[config.mk]
export PLATFORM = sky130hd
export DESIGN_NAME = datapath_p_flat
export DESIGN_NICKNAME = d
export VERILOG_FILES = /design/src/rtl/datapath_pkg.sv /design/src/rtl/datapath_p_if.sv /design/src/rtl/datapath_p_regfile.sv /design/src/rtl/datapath_p.sv /design/src/flat_wrapper.sv
export SDC_FILE = /design/constraint.sdc
export NUM_CORES = 1
export LEC_CHECK = 0
export BUFFER_PORTS_ARGS = -buffer_cell sky130_fd_sc_hd__buf_2
export CORE_ASPECT_RATIO = 1.75
export CORE_MARGIN = 4
export CORE_UTILIZATION = 40
export CTS_CLUSTER_DIAMETER = 200
export DETAILED_ROUTE_END_ITERATION = 10
export GPL_ROUTABILITY_DRIVEN = 0
export SETUP_SLACK_MARGIN = 0.5
export SLEW_MARGIN = 10
export SYNTH_ARGS = -nofsm -noshare
export SYNTH_HDL_FRONTEND = slang
export SYNTH_HIERARCHICAL = 1
export SYNTH_SLANG_ARGS = --single-unit
[constraint.sdc]
create_clock -name clk -period 4.5 [get_ports clk]
set_input_delay 0.225 -clock clk [delete_from_list [all_inputs] [get_ports clk]]
set_output_delay 0.225 -clock clk [all_outputs]
set_load 0.02 [all_outputs]
[src/rtl/datapath_pkg.sv]
// Shared constants and types for the parametrised multicycle datapath:
// ALU opcodes, mux encodings, instruction field positions and sequencer states.
package datapath_pkg;

  localparam logic [2:0] ALU_AND = 3'b000;
  localparam logic [2:0] ALU_OR  = 3'b001;
  localparam logic [2:0] ALU_ADD = 3'b010;
  localparam logic [2:0] ALU_SUB = 3'b110;
  localparam logic [2:0] ALU_SLT = 3'b111;

  localparam logic [1:0] SRCB_REG     = 2'd0;
  localparam logic [1:0] SRCB_ONE     = 2'd1;
  localparam logic [1:0] SRCB_IMM     = 2'd2;
  localparam logic [1:0] SRCB_IMM_SH2 = 2'd3;

  localparam logic [1:0] PC_ALURESULT = 2'd0;
  localparam logic [1:0] PC_ALUOUT    = 2'd1;
  localparam logic [1:0] PC_JUMP      = 2'd2;
  localparam logic [1:0] PC_ZERO      = 2'd3;

  localparam int RS_LSB = 21;
  localparam int RT_LSB = 16;
  localparam int RD_LSB = 11;

  typedef enum logic [1:0] {
    SEQ_IDLE,
    SEQ_FETCH,
    SEQ_LOAD
  } seq_state_t;

endpackage

[src/rtl/datapath_p_if.sv]
// Memory-side bus of the datapath: request/acknowledge handshake, address,
// store data and BUSW-wide read data.
interface datapath_p_if #(
  parameter int WIDTH = 8,
  parameter int BUSW  = 8
);
  logic             mem_req;
  logic [WIDTH-1:0] adr;
  logic [WIDTH-1:0] writedata;
  logic [BUSW-1:0]  memdata;
  logic             mem_ack;

  modport master (output mem_req, adr, writedata, input memdata, mem_ack);
  modport slave  (input mem_req, adr, writedata, output memdata, mem_ack);
endinterface

[src/rtl/datapath_p_regfile.sv]
// Register file: two asynchronous read ports, one synchronous write port,
// register 0 reads as zero and ignores writes.
module regfile_p #(
  parameter int WIDTH = 8,
  parameter int NREG  = 8
) (
  input  logic                    clk,
  input  logic                    reset,
  input  logic [$clog2(NREG)-1:0] ra1,
  input  logic [$clog2(NREG)-1:0] ra2,
  input  logic [$clog2(NREG)-1:0] wa,
  input  logic                    we,
  input  logic [WIDTH-1:0]        wd,
  output logic [WIDTH-1:0]        rd1,
  output logic [WIDTH-1:0]        rd2
);

  logic [WIDTH-1:0] regs [NREG];

  // NOTE: the array is cleared on reset, so it maps to flops rather than RAM;
  // non-blocking writes keep a same-cycle read returning the old value.
  always_ff @(posedge clk) begin
    if (!reset) begin
      for (int i = 0; i < NREG; i++) regs[i] <= '0;
    end else if (we && wa != '0) begin
      regs[wa] <= wd;
    end
  end

  assign rd1 = (ra1 == '0) ? '0 : regs[ra1];
  assign rd2 = (ra2 == '0) ? '0 : regs[ra2];

endmodule

[src/rtl/datapath_p.sv]
// Multicycle MIPS datapath with a built-in fetch/load sequencer that assembles
// 32-bit instructions and data loads over a BUSW-wide req/ack memory bus.
module datapath_p
  import datapath_pkg::*;
#(
  parameter int WIDTH = 8,
  parameter int NREG  = 8,
  parameter int BUSW  = 8
) (
  input  logic               clk,
  input  logic               reset,
  input  logic [2:0]         alucontrol,
  input  logic               alusrca,
  input  logic [1:0]         alusrcb,
  input  logic               iord,
  input  logic               memtoreg,
  input  logic               regdst,
  input  logic               regwrite,
  input  logic               pcen,
  input  logic [1:0]         pcsource,
  input  logic               fetch,
  input  logic               memread,
  datapath_p_if.master       mem,
  output logic [31:0]        instr,
  output logic               instr_valid,
  output logic               mem_done,
  output logic               busy,
  output logic               zero
);

  localparam int RA    = $clog2(NREG);
  localparam int BEATS = 32 / BUSW;

  seq_state_t state, state_next;

  logic [WIDTH-1:0] pc, a_reg, b_reg, aluout, data_reg, faddr, laddr;
  logic [WIDTH-1:0] imm, jump_target, srca, srcb, aluresult;
  logic [WIDTH-1:0] rd1, rd2, wd, pc_next, mem_addr;
  logic [RA-1:0]    rs, rt, rd, wa;
  logic [1:0]       beat;
  logic             fetch_done, accept_fetch, accept_load, last_beat;

  assign rs = instr[RS_LSB +: RA];
  assign rt = instr[RT_LSB +: RA];
  assign rd = instr[RD_LSB +: RA];

  assign imm         = WIDTH'({{16{instr[15]}}, instr[15:0]});
  assign jump_target = WIDTH'({instr[25:0], 2'b00});

  assign wa = regdst ? rt : rd;
  assign wd = memtoreg ? aluout : data_reg;

  regfile_p #(.WIDTH(WIDTH), .NREG(NREG)) u_regfile (
    .clk (clk),
    .reset (reset),
    .ra1 (rs),
    .ra2 (rt),
    .wa  (wa),
    .we  (regwrite),
    .wd  (wd),
    .rd1 (rd1),
    .rd2 (rd2)
  );

  assign srca = alusrca ? pc : a_reg;

  // NOTE: every always_comb output gets a default before the case so that no
  // path leaves it unassigned and infers a latch.
  always_comb begin
    srcb = b_reg;
    case (alusrcb)
      SRCB_REG:     srcb = b_reg;
      SRCB_ONE:     srcb = WIDTH'(1);
      SRCB_IMM:     srcb = imm;
      SRCB_IMM_SH2: srcb = imm << 2;
      default:      srcb = b_reg;
    endcase
  end

  always_comb begin
    aluresult = '0;
    case (alucontrol)
      ALU_ADD: aluresult = srca + srcb;
      ALU_SUB: aluresult = srca - srcb;
      ALU_AND: aluresult = srca & srcb;
      ALU_OR:  aluresult = srca | srcb;
      ALU_SLT: aluresult = ($signed(srca) < $signed(srcb)) ? WIDTH'(1) : '0;
      default: aluresult = '0;
    endcase
  end

  assign zero = (aluresult == '0);

  always_comb begin
    pc_next = aluresult;
    case (pcsource)
      PC_ALURESULT: pc_next = aluresult;
      PC_ALUOUT:    pc_next = aluout;
      PC_JUMP:      pc_next = jump_target;
      PC_ZERO:      pc_next = '0;
      default:      pc_next = aluresult;
    endcase
  end

  assign mem_addr  = iord ? pc : aluout;
  assign last_beat = (beat == 2'(BEATS - 1));

  // Sequencer next state and bus drive; fetch wins over memread in IDLE.
  always_comb begin
    state_next   = state;
    mem.mem_req  = 1'b0;
    mem.adr      = mem_addr;
    accept_fetch = 1'b0;
    accept_load  = 1'b0;
    case (state)
      SEQ_IDLE: begin
        if (fetch) begin
          accept_fetch = 1'b1;
          state_next   = SEQ_FETCH;
        end else if (memread) begin
          accept_load = 1'b1;
          state_next  = SEQ_LOAD;
        end
      end
      SEQ_FETCH: begin
        mem.mem_req = 1'b1;
        mem.adr     = faddr + WIDTH'(beat);
        if (mem.mem_ack && last_beat) state_next = SEQ_IDLE;
      end
      SEQ_LOAD: begin
        mem.mem_req = 1'b1;
        mem.adr     = laddr;
        if (mem.mem_ack) state_next = SEQ_IDLE;
      end
      default: state_next = SEQ_IDLE;
    endcase
  end

  assign busy          = (state != SEQ_IDLE);
  assign mem.writedata = b_reg;

  always_ff @(posedge clk) begin
    if (!reset) state <= SEQ_IDLE;
    else        state <= state_next;
  end

  always_ff @(posedge clk) begin
    if (!reset) begin
      pc          <= '0;
      a_reg       <= '0;
      b_reg       <= '0;
      aluout      <= '0;
      data_reg    <= '0;
      faddr       <= '0;
      laddr       <= '0;
      beat        <= '0;
      instr       <= '0;
      instr_valid <= 1'b0;
      fetch_done  <= 1'b0;
      mem_done    <= 1'b0;
    end else begin
      a_reg      <= rd1;
      b_reg      <= rd2;
      aluout     <= aluresult;
      fetch_done <= (state == SEQ_FETCH) && mem.mem_ack && last_beat;
      mem_done   <= (state == SEQ_LOAD) && mem.mem_ack;
      if (pcen) pc <= pc_next;

      // Valid rises one cycle after the final beat; a new fetch clears it first.
      if (accept_fetch) begin
        faddr       <= pc;
        beat        <= '0;
        instr_valid <= 1'b0;
      end else if (fetch_done) begin
        instr_valid <= 1'b1;
      end

      if (accept_load) laddr <= mem_addr;

      if (state == SEQ_FETCH && mem.mem_ack) begin
        for (int b = 0; b < BEATS; b++) begin
          if (beat == 2'(b)) instr[31 - b*BUSW -: BUSW] <= mem.memdata;
        end
        beat <= beat + 2'd1;
      end

      if (state == SEQ_LOAD && mem.mem_ack) data_reg <= WIDTH'(mem.memdata);
    end
  end

endmodule

[src/flat_wrapper.sv]
// flat-port wrapper written by rule: the top's interface ports become plain ports
module datapath_p_flat import datapath_pkg::*;
#(
  parameter int WIDTH = 8,
  parameter int NREG  = 8,
  parameter int BUSW  = 8
)
  (clk, reset, alucontrol, alusrca, alusrcb, iord, memtoreg, regdst, regwrite, pcen, pcsource, fetch, memread, instr, instr_valid, mem_done, busy, zero, mem_mem_req, mem_adr, mem_writedata, mem_memdata, mem_mem_ack);
  datapath_p_if #(.WIDTH(WIDTH), .BUSW(BUSW)) mem_i ();
  input  logic clk;
  input  logic reset;
  input  logic [2:0] alucontrol;
  input  logic alusrca;
  input  logic [1:0] alusrcb;
  input  logic iord;
  input  logic memtoreg;
  input  logic regdst;
  input  logic regwrite;
  input  logic pcen;
  input  logic [1:0] pcsource;
  input  logic fetch;
  input  logic memread;
  output logic [31:0] instr;
  output logic instr_valid;
  output logic mem_done;
  output logic busy;
  output logic zero;
  output wire logic [$bits(mem_i.mem_req)-1:0] mem_mem_req;
  output wire logic [$bits(mem_i.adr)-1:0] mem_adr;
  output wire logic [$bits(mem_i.writedata)-1:0] mem_writedata;
  input wire logic [$bits(mem_i.memdata)-1:0] mem_memdata;
  input wire logic [$bits(mem_i.mem_ack)-1:0] mem_mem_ack;
  assign mem_mem_req = mem_i.mem_req;
  assign mem_adr = mem_i.adr;
  assign mem_writedata = mem_i.writedata;
  assign mem_i.memdata = mem_memdata;
  assign mem_i.mem_ack = mem_mem_ack;
  datapath_p #(.WIDTH(WIDTH), .NREG(NREG), .BUSW(BUSW)) u_core (.clk(clk), .reset(reset), .alucontrol(alucontrol), .alusrca(alusrca), .alusrcb(alusrcb), .iord(iord), .memtoreg(memtoreg), .regdst(regdst), .regwrite(regwrite), .pcen(pcen), .pcsource(pcsource), .fetch(fetch), .memread(memread), .mem(mem_i), .instr(instr), .instr_valid(instr_valid), .mem_done(mem_done), .busy(busy), .zero(zero));
endmodule
==> summary.md <==
| Metric | Value |
|---|---|
| Worst min-delay path category | in -> reg |
| Insertion delay to the later sink of the worst-skew pair | 0.42 ns |
| Area of the core | 20900 um^2 |
| Largest net degree at the start of global routing | 104 |
| Detailed-router iteration count before antenna repair | 5 |
| Number of gates given a new drive strength after cts | 0 |
| CTS Root Buffer Type | sky130_fd_sc_hd__clkbuf_16 |
| GRT Residual Overflow | 0 |
| R2R depth | 12 |
| DRC | 0 |
| Initial antenna violation count | 0 |
| Reported max-cap violation count | 0 |
| Required time of the critical path | 4.28 ns |
| Synthesized-area fraction occupied by adder cells | 5.54% |
| Maximum clock path buffer count | 2 |
| Net Count, Synth | 920 |
| Area contributors post-synth | sky130_fd_sc_hd__dfxtp_1 (22%), sky130_fd_sc_hd__edfxtp_1 (20%), sky130_fd_sc_hd__and2_1 (6.0%), sky130_fd_sc_hd__ha_1 (4.8%), sky130_fd_sc_hd__mux2_2 (4.6%) |
| Post-detailed-route count of antenna-violating nets | 0 |
| Count of warnings emitted by yosys | 6 |
| Hold Path Depth | 3 |
| Share of the synthesized area in the top cell type | between 20% and 30% |
| WP data arrival | 3.43 ns |
| Setup repair after global routing missed its margin | false |
| FF-to-FF Start | u_core/instr[0] |
| Clock transition at the register clock pins on the worst setup and hold paths after CTS | ~0.070 ns |
| Fin crit period | 3.66 ns |
| H-tree levels | 4 |
| Endpoints failing hold | 0 |
| First-pass GRT wire length | 37100 um |
| Register containing the most flip-flops in the final layout | u_core/u_regfile/regs |
| Xor and xnor fraction of the mapped netlist area | 1.03% |
| Worst Min Path Start | memread |
| Critical-path maximum fanout | 5 |
| Vias in the first global route | about 6600 |
| Number of buffers created by CTS | 17 |
| Number of vias per cell after detailed routing | 5.57 |
| Die outline height | approximately 200 um |
| Number of slew-limit violations in the final report | 0 |
| Worst Setup Slack, final | 0.843 ns |
| Quantity of hold-fixing buffers added after cts | 0 |
| Critical Path Source Type | register |
| First-iteration detailed-routing DRC count | 392 |
| Simple-gate area share of the yosys netlist | about 18% |
| Setup-failing EPs final | 0 |
| Number of top-level design ports | 79 |
| Combinational family with the most area after synthesis | compound AO/OA/AOI/OAI gates |
| Tightest slew margin relative to the limit | approximately a fifth |
| Vias after detailed routing | between 6000 and 7000 |
| Peak Freq | 0.273 GHz |
| Flip-flop count of the largest register after layout | 56 |
| Post-route core utilization | about 46% |
| Area growth from synthesis to final layout | 12.5% |
| Final critical-path share of the clock period | 81.3% |
| Compound-cell area share of the yosys netlist | 18.3% |
| CTS tree | done |
| Area of the mapped netlist | 8540 um^2 |
| Clock net sink count | roughly 150 |
| Power per unit of standard cell area | between 300 and 400 nW/um^2 |
| Maximum ir drop on the vdd rail | between 0.2 and 0.25 mV |
| Worst flop-to-flop path endpoint | u_core/pc[6] |
| Sequential fraction of the synthesis area | 42.0% |
| Synthesized netlist cell count | ~860 |
| Final worst clock skew | 0.0104 ns |
| All-layer global routing usage | between 20% and 30% |
| Total of buffers placed on input and output ports | 78 |
| Filler Cell Count | 2034 |
| Worst slack after detailed placement | 1.28 ns |
| Starting Density | 40.8% |
| Number of synthesized flops with an enable pin | between 50 and 60 |
| Final total power | roughly 3300 uW |
| Leakage power total | 0.00382 uW |
| Nets@finish | 974 |
| Slack of the worst reg-to-reg path | 1.73 ns |
| Measured slew at the worst slew-check pin | 1.20 ns |
| Diode count | 0 |
| Synthesized area per cell | around 10 um^2 |
| Cell area after layout | 9600 um^2 |
| Routed WL | 24000 um |
| Sum Neg Setup Slack | 0 ns |
| Type of the setup path with the least slack | reg -> out |
| Detail-routed net length per standard cell | 20.4 um |
| Synth top cells by count | sky130_fd_sc_hd__dfxtp_1 (95), sky130_fd_sc_hd__nand2_1 (93), sky130_fd_sc_hd__and2_1 (82) |
| Biggest area consumer among synthesized cells | sky130_fd_sc_hd__dfxtp_1 |
| Die footprint | 23800 um^2 |
| Proportion of register bits with asynchronous set or reset after synthesis | 0% |
| Placed instance area | 8990 um^2 |
| Worst setup EP type | output port |
| Library cell with the highest instance count after synthesis | sky130_fd_sc_hd__dfxtp_1 |
| Post-synthesis register bit count | 151 |
| Die X | roughly 120 um |
| Row count | 70 |
| Multiplexer area fraction after synthesis | 10.1% |
| Status | completed |
| Terminating pin of the worst hold path | u_core/state[1] |
| Post-DP HPWL | 18100 um |
| Regs by FF count | u_core/u_regfile/regs x56, u_core/instr x32 |
| Unique cell type count in the Yosys netlist | 65 |
| Number of setup buffers added after CTS | 0 |
| Top FF cell, synth | sky130_fd_sc_hd__dfxtp_1 |
| Layout cell share with drive strength beyond 1 | 19.9% |
cell type report:
class | count | area (um^2) | area share (%)
multi-input cells | 617 | 4490 | 46.8
flip-flops and latches | 151 | 3580 | 37.3
repair buffers | 87 | 458 | 4.77
clock buffers | 18 | 450 | 4.69
well taps | 252 | 315 | 3.28
clock inverters | 14 | 160 | 1.67
inverters | 38 | 143 | 1.49
placed cells by master, fill, tap and decap left out, types with 4 or more instances in the layout:
master / n
sky130_fd_sc_hd__o22ai_1: 4
sky130_fd_sc_hd__a22oi_1: 5
sky130_fd_sc_hd__nand3_1: 41
sky130_fd_sc_hd__o211a_1: 8
sky130_fd_sc_hd__a221oi_2: 14
sky130_fd_sc_hd__nor2b_1: 19
sky130_fd_sc_hd__a31oi_1: 6
sky130_fd_sc_hd__buf_2: 78
sky130_fd_sc_hd__nor2_1: 26
sky130_fd_sc_hd__edfxtp_1: 56
sky130_fd_sc_hd__a21boi_0: 49
sky130_fd_sc_hd__a311oi_1: 8
sky130_fd_sc_hd__inv_1: 38
sky130_fd_sc_hd__dfxtp_1: 95
sky130_fd_sc_hd__mux2_2: 35
sky130_fd_sc_hd__inv_6: 4
sky130_fd_sc_hd__ha_1: 33
sky130_fd_sc_hd__xnor2_1: 6
sky130_fd_sc_hd__nand2_1: 93
sky130_fd_sc_hd__a21oi_1: 28
sky130_fd_sc_hd__o21ai_0: 20
sky130_fd_sc_hd__a211oi_1: 13
sky130_fd_sc_hd__mux2i_1: 39
sky130_fd_sc_hd__a221oi_1: 16
sky130_fd_sc_hd__xor2_1: 4
sky130_fd_sc_hd__and2_1: 82
sky130_fd_sc_hd__a22o_1: 9
sky130_fd_sc_hd__nand2b_1: 6
sky130_fd_sc_hd__mux2_4: 5
sky130_fd_sc_hd__clkbuf_16: 18
sky130_fd_sc_hd__buf_4: 9
sky130_fd_sc_hd__and3_1: 4
kinds of logic after synthesis:
group	after synthesis
AOI/OAI and AO/OA	201
xor gates and xnor gates	10
adders and majority gates	36
buffers and inverters	90
DFF	151
muxes	79
and+or+nand+nor	291
stage by stage:
stage	instances	hold WS (ns)
2_1_floorplan	858	0.365
3_3_place_gp	1145	0.451
3_5_place_dp	1145	0.459
4_1_cts	1177	0.0554
5_1_grt	1177	0.0940
6_report	1177	0.0709
layer usage:
metal | vias to the layer above | global-route usage, % | wire length, um | share of wire [%]
met5 | - | 0 | 0 | 0
met4 | 0 | 12.3 | 1390 | 5.8
met3 | 60 | 2.92 | 660 | 2.8
met2 | 150 | 37.8 | 13000 | 54
met1 | 3176 | 20.5 | 8880 | 37
li1 | 3174 | - | - | -
where the power goes:
part / switching [uW] / leakage (uW) / internal, uW
Combinational: 243 / 0.00217 / 131
Sequential: 33.3 / 0.00135 / 1460
Clock: 598 / 0.000302 / 865
Total: 874 / 0.00382 / 2450
worst max-delay path by stage:
| stage | from | end | slack, ns | depth (start not counted) |
|---|---|---|---|---|
| final | u_core/instr[0] | zero | 0.84 | 13 |
| after global routing | u_core/instr[0] | zero | 0.57 | 13 |
| after CTS | u_core/instr[1] | zero | 0.85 | 12 |
| after detailed placement | alusrca | zero | 1.28 | 14 |
| after floorplan | alusrca | zero | 1.44 | 13 |
| after global placement | alusrca | zero | 1.28 | 14 |
worst max-delay path: stages (launching register included):
cell,delay (ns)
sky130_fd_sc_hd__dfxtp_1,0.44
sky130_fd_sc_hd__nand2_1,0.08
sky130_fd_sc_hd__o22ai_1,0.25
sky130_fd_sc_hd__ha_1,0.26
sky130_fd_sc_hd__inv_1,0.07
sky130_fd_sc_hd__fa_1,0.39
sky130_fd_sc_hd__nand2_1,0.12
sky130_fd_sc_hd__o21ai_4,0.06
sky130_fd_sc_hd__xnor2_1,0.15
sky130_fd_sc_hd__a21oi_2,0.20
sky130_fd_sc_hd__or3b_1,0.35
sky130_fd_sc_hd__nor4_1,0.27
sky130_fd_sc_hd__and3_1,0.20
sky130_fd_sc_hd__buf_2,0.16
Power figures use the tool's default switching activity.
